## config.mk

```make
export PLATFORM = sky130hd
export DESIGN_NAME = queue_uart_tx_flat
export DESIGN_NICKNAME = d
export VERILOG_FILES = /design/src/rtl/queue_uart_tx_if.sv /design/src/rtl/queue_uart_tx.sv /design/src/flat_wrapper.sv
export SDC_FILE = /design/constraint.sdc
export NUM_CORES = 1
export LEC_CHECK = 0
export CORE_ASPECT_RATIO = 1.1
export CORE_UTILIZATION = 37
export CTS_BUF_LIST = sky130_fd_sc_hd__clkbuf_8
export CTS_CLUSTER_SIZE = 20
export DETAILED_ROUTE_END_ITERATION = 6
export PLACE_DENSITY = 0.64
export SYNTH_ARGS = -nofsm -noshare
export SYNTH_HDL_FRONTEND = slang
export SYNTH_SLANG_ARGS = --single-unit
```

## constraint.sdc

```tcl
create_clock -name CLK -period 2.61 [get_ports CLK]
set_clock_uncertainty 0.1 [all_clocks]
set_input_delay 0.261 -clock CLK [delete_from_list [all_inputs] [get_ports CLK]]
set_output_delay 0.261 -clock CLK [all_outputs]
set_load 0.05 [all_outputs]
```

## src/rtl/queue_uart_tx_if.sv

```systemverilog
// Queue-side handshake between the output Queue and the UART transmitter:
// data-ready flag and head word from the Queue, pop strobe back to it.
interface queue_uart_tx_if #(
  parameter int BITSIZE = 8
);
  logic               DF;
  logic [BITSIZE-1:0] DI;
  logic               POP;

  modport master (output DF, output DI, input POP);
  modport slave  (input DF, input DI, output POP);
endinterface

```

## src/rtl/queue_uart_tx.sv

```systemverilog
// UART transmitter that drains the output Queue: one pop per word, each word
// sent as start bit, BITSIZE data bits LSB first, one stop bit.
module queue_uart_tx #(
  parameter int BITSIZE = 8,
  parameter int CLKDIV  = 868
) (
  input  logic             CLK,
  input  logic             RST,
  queue_uart_tx_if.slave   q,
  output logic             TXD,
  output logic             BSY
);

  localparam int CNT_W = (CLKDIV > 1) ? $clog2(CLKDIV) : 1;
  localparam int IDX_W = (BITSIZE > 1) ? $clog2(BITSIZE) : 1;
  localparam logic [CNT_W-1:0] CNT_LAST = CNT_W'(CLKDIV - 1);
  localparam logic [IDX_W-1:0] IDX_LAST = IDX_W'(BITSIZE - 1);

  typedef enum logic [1:0] {
    IDLE,
    START,
    DATA,
    STOP
  } state_t;

  state_t             state, state_n;
  logic [CNT_W-1:0]   cnt, cnt_n;
  logic [IDX_W-1:0]   idx, idx_n;
  logic [BITSIZE-1:0] sh, sh_n;
  logic [BITSIZE-1:0] sh_shr;
  logic               txd_n, bsy_n, pop_n, pop_r;
  logic               bit_end;

  assign bit_end = (cnt == CNT_LAST);
  assign sh_shr  = sh >> 1;
  assign q.POP   = pop_r;

  // Next-state and registered-output logic; every output is set one edge ahead
  always_comb begin
    state_n = state;
    cnt_n   = cnt;
    idx_n   = idx;
    sh_n    = sh;
    txd_n   = TXD;
    bsy_n   = BSY;
    pop_n   = 1'b0;

    case (state)
      IDLE: begin
        txd_n = 1'b1;
        bsy_n = 1'b0;
        if (q.DF) begin
          sh_n    = q.DI;
          pop_n   = 1'b1;
          txd_n   = 1'b0;
          bsy_n   = 1'b1;
          cnt_n   = '0;
          idx_n   = '0;
          state_n = START;
        end
      end

      START: begin
        if (bit_end) begin
          cnt_n   = '0;
          txd_n   = sh[0];
          state_n = DATA;
        end else begin
          cnt_n = cnt + CNT_W'(1);
        end
      end

      DATA: begin
        if (bit_end) begin
          cnt_n = '0;
          if (idx == IDX_LAST) begin
            txd_n   = 1'b1;
            state_n = STOP;
          end else begin
            // Shift so the next data bit is always at position 0
            idx_n = idx + IDX_W'(1);
            sh_n  = sh_shr;
            txd_n = sh_shr[0];
          end
        end else begin
          cnt_n = cnt + CNT_W'(1);
        end
      end

      STOP: begin
        if (bit_end) begin
          cnt_n   = '0;
          txd_n   = 1'b1;
          bsy_n   = 1'b0;
          state_n = IDLE;
        end else begin
          cnt_n = cnt + CNT_W'(1);
        end
      end

      default: begin
        txd_n   = 1'b1;
        bsy_n   = 1'b0;
        cnt_n   = '0;
        idx_n   = '0;
        state_n = IDLE;
      end
    endcase
  end

  always_ff @(posedge CLK or posedge RST) begin
    if (RST) begin
      state <= IDLE;
      cnt   <= '0;
      idx   <= '0;
      sh    <= '0;
      TXD   <= 1'b1;
      BSY   <= 1'b0;
      pop_r <= 1'b0;
    end else begin
      state <= state_n;
      cnt   <= cnt_n;
      idx   <= idx_n;
      sh    <= sh_n;
      TXD   <= txd_n;
      BSY   <= bsy_n;
      pop_r <= pop_n;
    end
  end

endmodule

```

## src/flat_wrapper.sv

```systemverilog
// flat-port wrapper written by rule: the top's interface ports become plain ports
module queue_uart_tx_flat 
#(
  parameter int BITSIZE = 8,
  parameter int CLKDIV  = 868
)
  (CLK, RST, TXD, BSY, q_DF, q_DI, q_POP);
  queue_uart_tx_if #(.BITSIZE(BITSIZE)) q_i ();
  input  logic CLK;
  input  logic RST;
  output logic TXD;
  output logic BSY;
  input wire logic [$bits(q_i.DF)-1:0] q_DF;
  input wire logic [$bits(q_i.DI)-1:0] q_DI;
  output wire logic [$bits(q_i.POP)-1:0] q_POP;
  assign q_i.DF = q_DF;
  assign q_i.DI = q_DI;
  assign q_POP = q_i.POP;
  queue_uart_tx #(.BITSIZE(BITSIZE), .CLKDIV(CLKDIV)) u_core (.CLK(CLK), .RST(RST), .q(q_i), .TXD(TXD), .BSY(BSY));
endmodule
```

# Word-level counts from Yosys, hierarchy flattened
# Index checks and enable logic that the tools add are counted.
[op_classes] n_addsub=2 n_eq_ne=11 mux=27 n_reduce_logical=8
[ops] operator="8-bit 2-to-1 mux" n=3
[ops] operator="10-bit 2-to-1 mux" n=2
[ops] operator="10-bit one-hot mux with 2 select lines" n=1
[ops] operator="8-bit one-hot mux with 2 select lines" n=1
[ops] operator="10-bit by 1-bit adder with 10-bit output, second input constant" n=1
[ops] operator="10-bit equality test, second input constant" n=1
[ops] operator="2-bit 2-to-1 mux" n=5
[ops] operator="3-bit 2-to-1 mux" n=3
[ops] operator="1-bit 2-to-1 mux" n=8
[ops] operator="2-bit by 1-bit inequality test with 1-bit output, second input constant" n=4
[ops] operator="2-bit one-hot mux with 4 select lines" n=1
[ops] operator="3-bit one-hot mux with 2 select lines" n=1
[ops] operator="5-bit AND reduction" n=1
[ops] operator="2-bit equality test, second input constant" n=2
[ops] operator="2-bit inequality test, second input constant" n=2
[ops] operator="1-bit one-hot mux with 4 select lines" n=1
[ops] operator="4-bit AND reduction" n=1
[ops] operator="2-bit nonzero test" n=2
[ops] operator="3-bit by 1-bit adder with 3-bit output, second input constant" n=1
[ops] operator="3-bit equality test, second input constant" n=1
[ops] operator="3-bit AND reduction" n=1
[ops] operator="3-bit OR reduction" n=1
[ops] operator="2-bit by 1-bit equality test with 1-bit output, second input constant" n=1
[ops] operator="2-bit logical NOT" n=1
[ops] operator="2 further kinds" n=2
[word_totals] ff_bits=26 output_inout_bits=3 word_cells=55

# Logic depth before layout (Yosys ltp)
# Gate-level depths: netlist (run 1).
[depth] word_depth=4 mapped_depth=9

# Least setup slack after synthesis (run 1)
# Ideal clock, no wire load.
[synth_timing] path_kind="reg2reg" startpoint="register u_core.state[0]" endpoint="register u_core.idx[0]" setup_time_ns=0.127 t_arrival_ns=1.609 required_time_ns=2.383 slack_ns=0.774 path_stages_with_launch=9 n_path_buf=2 synth_period_minus_slack_ns=1.836 cell_sequence="dfrtp_1 inv_1 ha_1 nor2b_1 clkbuf_1 nor3b_1 a21oi_1 buf_2 o21ai_0"
[synth_between] elab_chain_cells=3 elab_cells_between_ends=8 cone_classes="eq/ne: 4; mux: 1; reduce/logical: 3"
[synth_lines] element="from (decl)" line_no="queue_uart_tx.sv:26" text="state_t state, state_n;"
[synth_lines] element="from (signal assigned)" line_no="queue_uart_tx.sv:121" text="state <= state_n;"
[synth_lines] element="2-bit equality test or 2-bit logical NOT (tied branches)" line_no="queue_uart_tx.sv:48" text="case (state)"
[synth_lines] element="2-bit inequality test (no line) (tied with other cells)"
[synth_lines] element="4-bit AND reduction (no line)"
[synth_lines] element="to (signal assigned)" line_no="queue_uart_tx.sv:123" text="idx <= idx_n;"
[synth_lines] element="to (decl)" line_no="queue_uart_tx.sv:28" text="logic [IDX_W-1:0] idx, idx_n;"
# Several ways; a longest one is shown, not always the timed one.
# A chain may end at the register's enable or synchronous reset.

# Worst setup path in the final report (run 1)
[layout_timing] startpoint="register u_core.state[0]" endpoint="register u_core.cnt[9]"
[layout_between] elab_chain_cells=3 elab_cells_between_ends=7 cone_classes="eq/ne: 4; mux: 1; reduce/logical: 2"
[layout_lines] element="2-bit by 1-bit equality test with 1-bit output or 2-bit equality test (tied branches)" line_no="queue_uart_tx.sv:48"
[layout_lines] element="3-bit OR reduction (no line)"
[layout_lines] element="10-bit one-hot mux with 2 select lines" line_no="queue_uart_tx.sv:48"
[layout_lines] element="to (signal assigned)" line_no="queue_uart_tx.sv:122" text="cnt <= cnt_n;"
[layout_lines] element="to (decl)" line_no="queue_uart_tx.sv:27" text="logic [CNT_W-1:0] cnt, cnt_n;"
# Several ways; a longest one is shown, not always the timed one.

==> flow_metrics.tcl, run 1 <==
set metrics [dict create \
    synth_simple_gate_area_share_pct 22.2 \
    met2_length_mm 1.14 \
    synth_compound_area_share_pct 8.80 \
    core-area_sq_mm 0.00341 \
    portBuffers 13 \
    grt_pass1_vias 919 \
    wl_met3_microns 58 \
    endpoint_kind "flip-flop" \
    power.density_mw_per_mm2 430 \
    drtIter0Drc 35 \
    row_count 22 \
    rrSetupSlack_ns 0.51 \
    relSlewSlack_pct 63.8 \
    die-area_sq_mm 0.00389 \
    crit_chain "inv_1, ha_1, nor2b_1, and4bb_2, nand4_1, xor2_1, nor2_1" \
    wl_mm 2.31 \
    reg2reg_from "u_core.state[0]$_DFFE_PP0P_" \
    crit_family "simple AND/OR/NAND/NOR gates" \
    hold_path_class "primary input to asynchronous set/reset pin" \
    timing.rr.end "u_core.cnt[9]$_DFFE_PP0N_" \
    avgSynthCellArea_sq_um 9.71 \
    worst_pin_slew_ns 0.543 \
    drc 0 \
    clkSinkCount 26 \
    rsz0062_at_grt "no" \
    synth_nets 158 \
    post-route-min-period_ns 2.10 \
    outcome "completed" \
    dr.pass1.iters 2 \
    fin_nets 175 \
    track_usage_pct 14.2 \
    vias_per_cell 4.79 \
    synth_top_family_by_area "simple AND/OR/NAND/NOR gates" \
    die_x_microns 59.6 \
    hold_buffers 0 \
    synth_seq_cells 26 \
    dpl.hpwl_mm 1.69 \
    htreeDepth 1 \
    post-cts-setup-buffers 0 \
    slowest_stage "nor2b_1" \
    wl_met1_mm 1.10 \
    clk_pin_slew_worst_paths_ns 0.09 \
    worstSetupPathType "flip-flop to flip-flop" \
    path_buf_inv 1 \
    arrival_ns 2.15 \
    drive_gt1_share_pct 7.74 \
    cp_max_fo 8 \
    seq_area_frac_synth_pct 48.3 \
    synth_xor_area_share_pct 5.19 \
    max_freq_mhz 476 \
    hold_viol 0 \
    cts_tree "yes" \
    critPathRequiredTime_ns 2.66 \
    cts_made_buffers 3 \
    area_growth_pct 18.5 \
    instances_no_fill 203 \
    initial_utilization_pct 39.6 \
    setup_viol 0 \
    peakVddDrop_mv 0.209 \
    critPathLaunchType "flip-flop" \
    cts.repair.resized 0 \
    die_height_microns 65.4 \
    avgRoutedWirePerCell_microns 11.4 \
    grt_overflow 0 \
    cts.path.max_buffers 2 \
    cts-root-buf "clkbuf_8" \
    setup_tns_ns 0 \
    vias 973 \
    dp.cells 199 \
    drv_slew 0 \
    place_congestion 0.825 \
    synth.yosys.warnings 0 \
    fin_crit_sh_pct 80.5 \
    ant_nets 0 \
    synth_cells 139 \
    grt_max_degree 27 \
    critPathMaxStageDelay_ns 0.49 \
    io_pins 14 \
    drv_cap 0 \
    synth.distinct_cells 33 \
    leakage_nw 0.699 \
    netlist_area_sq_mm 0.00135 \
    grt_pass1_wl_mm 4.25 \
    muxShareOfSynthArea_pct 6.02 \
    yosys.area_share.adder_pct 7.41 \
    dr.max_layer_used "met4" \
    antenna_found_initial 0 \
    worstRegToRegCells 7 \
    num_antenna_cells 0 \
    clock_latency_ns 0.26 \
]
==> final cells by class <==
class                   count  area [sq um]
multi-input cells         106           669
flip-flops and latches     26           652
well taps                  48          60.1
clock buffers               4          55.1
inverters                   3          11.3
fillers                   333          1810
repair buffers             16           153
==> logic make-up after synthesis <==
logic type      Yosys count
compound gates           22
xor+xnor                  8
fa+ha+maj                 8
buf+inv                   7
flops                    26
mux                       8
simple gates             60
==> per-stage QoR <==
stage / cell area (sq um) / hold WS, ns / power [mW] / utilization, % / setup slack, ns
final: 1600 / 0.245 / 0.688 / 46.9 / 0.508
after global routing: 1600 / 0.286 / 0.721 / 46.9 / 0.235
after CTS: 1600 / 0.267 / 0.700 / 46.9 / 0.470
after detailed placement: 1550 / 0.375 / 0.439 / 45.3 / 0.485
after global placement: 1550 / 0.369 / 0.439 / 45.3 / 0.521
after floorplan: 1350 / 0.200 / 0.420 / - / 0.774
==> cell usage in the layout, fill, tap and decap left out <==
cell	count
and4bb_2	1
nor2b_1	1
buf_4	3
clkdlybuf4s50_1	13
and3_1	1
nand2b_1	3
nand2_1	27
nand4b_1	1
inv_1	3
nor3_1	2
clkbuf_8	4
dfstp_2	1
nor2_2	1
xor2_1	6
nand3b_1	1
mux2_1	1
nand3_1	1
nor2_1	13
o21ai_1	3
o21bai_1	1
or2_2	1
dfrtp_1	25
a21o_1	1
nor3b_1	2
and2_1	1
o21ai_0	12
mux2i_1	7
a21oi_1	3
xnor2_1	2
nand4_1	3
ha_1	8
o22ai_1	1
nor4_4	1
a22oi_1	1
==> sequential cells by signal, summed over array words and instances (netlist names) <==
signal / flops
u_core.sh: 8
u_core.BSY: 1
u_core.q.POP: 1
u_core.state: 2
u_core.idx: 3
u_core.TXD: 1
u_core.cnt: 10
==> Yosys cell counts (all sizes together) <==
master  count  area, sq um
a21o        1         7.51
a21oi       3         15.0
a22oi       1         7.51
and2        1         6.26
and3        1         6.26
and4bb      1         12.5
buf         2         10.0
clkbuf      2         7.51
dfrtp      25          626
dfstp       1         26.3
ha          8          100
inv         3         11.3
mux2        1         11.3
mux2i       7         70.1
nand2      27          101
nand2b      3         18.8
nand3       1         5.00
nand3b      1         7.51
nand4       3         18.8
nand4b      1         8.76
nor2       14         55.1
nor2b       1         6.26
nor3        2         10.0
nor3b       2         15.0
nor4        1         21.3
o21ai      15         75.1
o21bai      1         7.51
o22ai       1         6.26
or2         1         6.26
xnor2       2         17.5
xor2        6         52.6
==> where the power goes <==
part           leakage (nW)  switching [mW]  internal, mW  total (mW)
Sequential            0.335               0         0.402       0.402
Clock                0.0288           0.123         0.135       0.258
Combinational         0.335          0.0113        0.0162      0.0275
==> per-layer routing <==
layer  vias up  GRT usage (%)
li1        502              -
met4         0           2.62
met3         2           2.95
met1       458           19.2
met5         -              0
met2        11           23.3
==> worst max-delay path by stage <==
stage / slack (ns) / cells after the start / endpoint / start
global route: 0.23 / 7 / u_core.sh[7]$_DFFE_PP0P_ / u_core.state[0]$_DFFE_PP0P_
detailed placement: 0.49 / 7 / u_core.sh[7]$_DFFE_PP0P_ / u_core.state[0]$_DFFE_PP0P_
CTS: 0.47 / 7 / u_core.sh[7]$_DFFE_PP0P_ / u_core.state[0]$_DFFE_PP0P_
global placement: 0.52 / 7 / u_core.sh[7]$_DFFE_PP0P_ / u_core.state[0]$_DFFE_PP0P_
finish: 0.51 / 7 / u_core.cnt[9]$_DFFE_PP0N_ / u_core.state[0]$_DFFE_PP0P_
floorplan: 0.77 / 8 / u_core.idx[0]$_DFFE_PP0P_ / u_core.state[0]$_DFFE_PP0P_
==> tightest hold or removal path: cells and delay by family <==
kind | cells | cell delay (ns)
buf+inv | 3 | 0.76
(Power assumes the default switching activity.)
==> run 2: changes to the inputs <==
Clock period 2.61 ns to 2.1 ns, I/O delays scaled along.
==> flow_metrics.tcl, run 2 (synthesis results as in run 1) <==
set metrics [dict create \
    core-area_sq_mm 0.00341 \
    htreeDepth 1 \
    setup_tns_ns 0 \
    p_total_mw 0.948 \
    power.density_mw_per_mm2 579 \
    drv_cap 0 \
    antenna_found_initial 0 \
    leakage_nw 0.719 \
    drive_gt1_share_pct 9.49 \
    outcome "completed" \
    endpoint_kind "flip-flop" \
    critPathLaunchType "flip-flop" \
    die_x_microns 59.6 \
    relSlewSlack_pct 67.4 \
    drtIter0Drc 24 \
    clk_pin_slew_worst_paths_ns 0.09 \
    largest_reg_flops 10 \
    area_growth_pct 21.4 \
    post-cts-setup-buffers 0 \
    initial_utilization_pct 39.6 \
    cts.repair.resized 0 \
    vias_per_cell 5.00 \
    grt_pass1_vias 1068 \
    track_usage_pct 14.4 \
    rsz0062_at_grt "no" \
    drc 0 \
    io_pins 14 \
    die-area_sq_mm 0.00389 \
    post-route-min-period_ns 1.93 \
    hold_buffers 0 \
    clkSinkCount 26 \
    ant_nets 0 \
    cts.path.max_buffers 2 \
    cts_tree "yes" \
    final_common_cell "nand2_1" \
    fin_crit_sh_pct 92.1 \
    cts_made_buffers 3 \
    reg.largest.list "u_core.cnt x10, u_core.sh x8, u_core.idx x3" \
    die_height_microns 65.4 \
    clock_latency_ns 0.27 \
    hold_path_class "primary input to asynchronous set/reset pin" \
    regMostFlops "u_core.cnt" \
    row_count 22 \
    arrival_ns 1.99 \
    num_antenna_cells 0 \
    wl_mm 2.43 \
    worst_pin_slew_ns 0.488 \
    hold_ws_ns 0.190 \
    dpl.hpwl_mm 1.79 \
    grt_max_degree 27 \
    place_congestion 0.779 \
    cp_max_fo 6 \
    setup_viol 0 \
    peakVddDrop_mv 0.284 \
    most-common-layout-cells "27 x nand2_1, 25 x dfrtp_1, 13 x nor2_1, 13 x clkdlybuf4s50_1, 12 x o21ai_0" \
    portBuffers 13 \
    fin_nets 178 \
    dr.pass1.iters 4 \
    drv_slew 0 \
    vias 1031 \
    cts-root-buf "clkbuf_8" \
    critPathRequiredTime_ns 2.16 \
    avgRoutedWirePerCell_microns 11.8 \
    grt_pass1_wl_mm 4.33 \
    hold_viol 0 \
    max_freq_mhz 517 \
    worstSetupPathType "flip-flop to flip-flop" \
    grt_overflow 0 \
]
run 2: changes by cell type in the layout (fill, tap and decap cells not counted), sizes merged:
cell | before | now
clkbuf | 4 | 3
buf | 3 | 6
bufinv | 0 | 1
run 2: power breakdown:
| part | leakage (nW) | internal, mW | switching (mW) |
|---|---|---|---|
| Clock | 0.0357 | 0.255 | 0.159 |
| Combinational | 0.349 | 0.0201 | 0.0142 |
| Sequential | 0.335 | 0.500 | 0 |
run 2: metrics by stage:
stage	area, sq um	util (%)	setup slack (ns)	std cells
after floorplan	1350	-	0.264	139
after global placement	1550	45.5	0.215	200
after detailed placement	1550	45.5	0.104	200
after CTS	1620	47.6	0.0844	204
after global routing	1640	48.0	0.0257	206
final	1640	48.0	0.165	206
run 2: cell type report:
type / instances / area, sq um
fillers: 350 / 1770
multi-input cells: 106 / 669
flip-flops and latches: 26 / 652
repair buffers: 19 / 175
well taps: 48 / 60.1
clock buffers: 3 / 41.3
clock inverters: 1 / 30.0
inverters: 3 / 11.3
run 2: worst paths after layout:
check | startpoint | end | slack, ns | cells past startpoint
max reg2reg | u_core.cnt[0]$_DFFE_PP0N_ | u_core.state[1]$_DFFE_PP0P_ | 0.17 | 6
max | u_core.cnt[0]$_DFFE_PP0N_ | u_core.state[1]$_DFFE_PP0P_ | 0.17 | 6
min in group CLK | u_core.sh[4]$_DFFE_PP0P_ | u_core.sh[4]$_DFFE_PP0P_ | 0.39 | 2
max in group asynchronous | RST | u_core.TXD$_DFFE_PP1P_ | 1.41 | 3
min reg2reg | u_core.sh[4]$_DFFE_PP0P_ | u_core.sh[4]$_DFFE_PP0P_ | 0.39 | 2
min | RST | u_core.cnt[8]$_DFFE_PP0N_ | 0.19 | 3
run 2: routing by layer:
metal / vias to the layer above / global-route usage [%] / wire [microns]
met5: - / 0 / 0
met4: 0 / 6.40 / 48
met3: 6 / 3.35 / 68
met2: 17 / 25.0 / 1210
met1: 501 / 16.4 / 1100
li1: 507 / - / -
run 2: critical path: stages (launching register included):
cell      delay, ns
dfrtp_1        0.42
ha_1           0.21
nand4b_1       0.15
nor4_4         0.31
o21bai_1       0.13
a21o_1         0.19
mux2_1         0.31
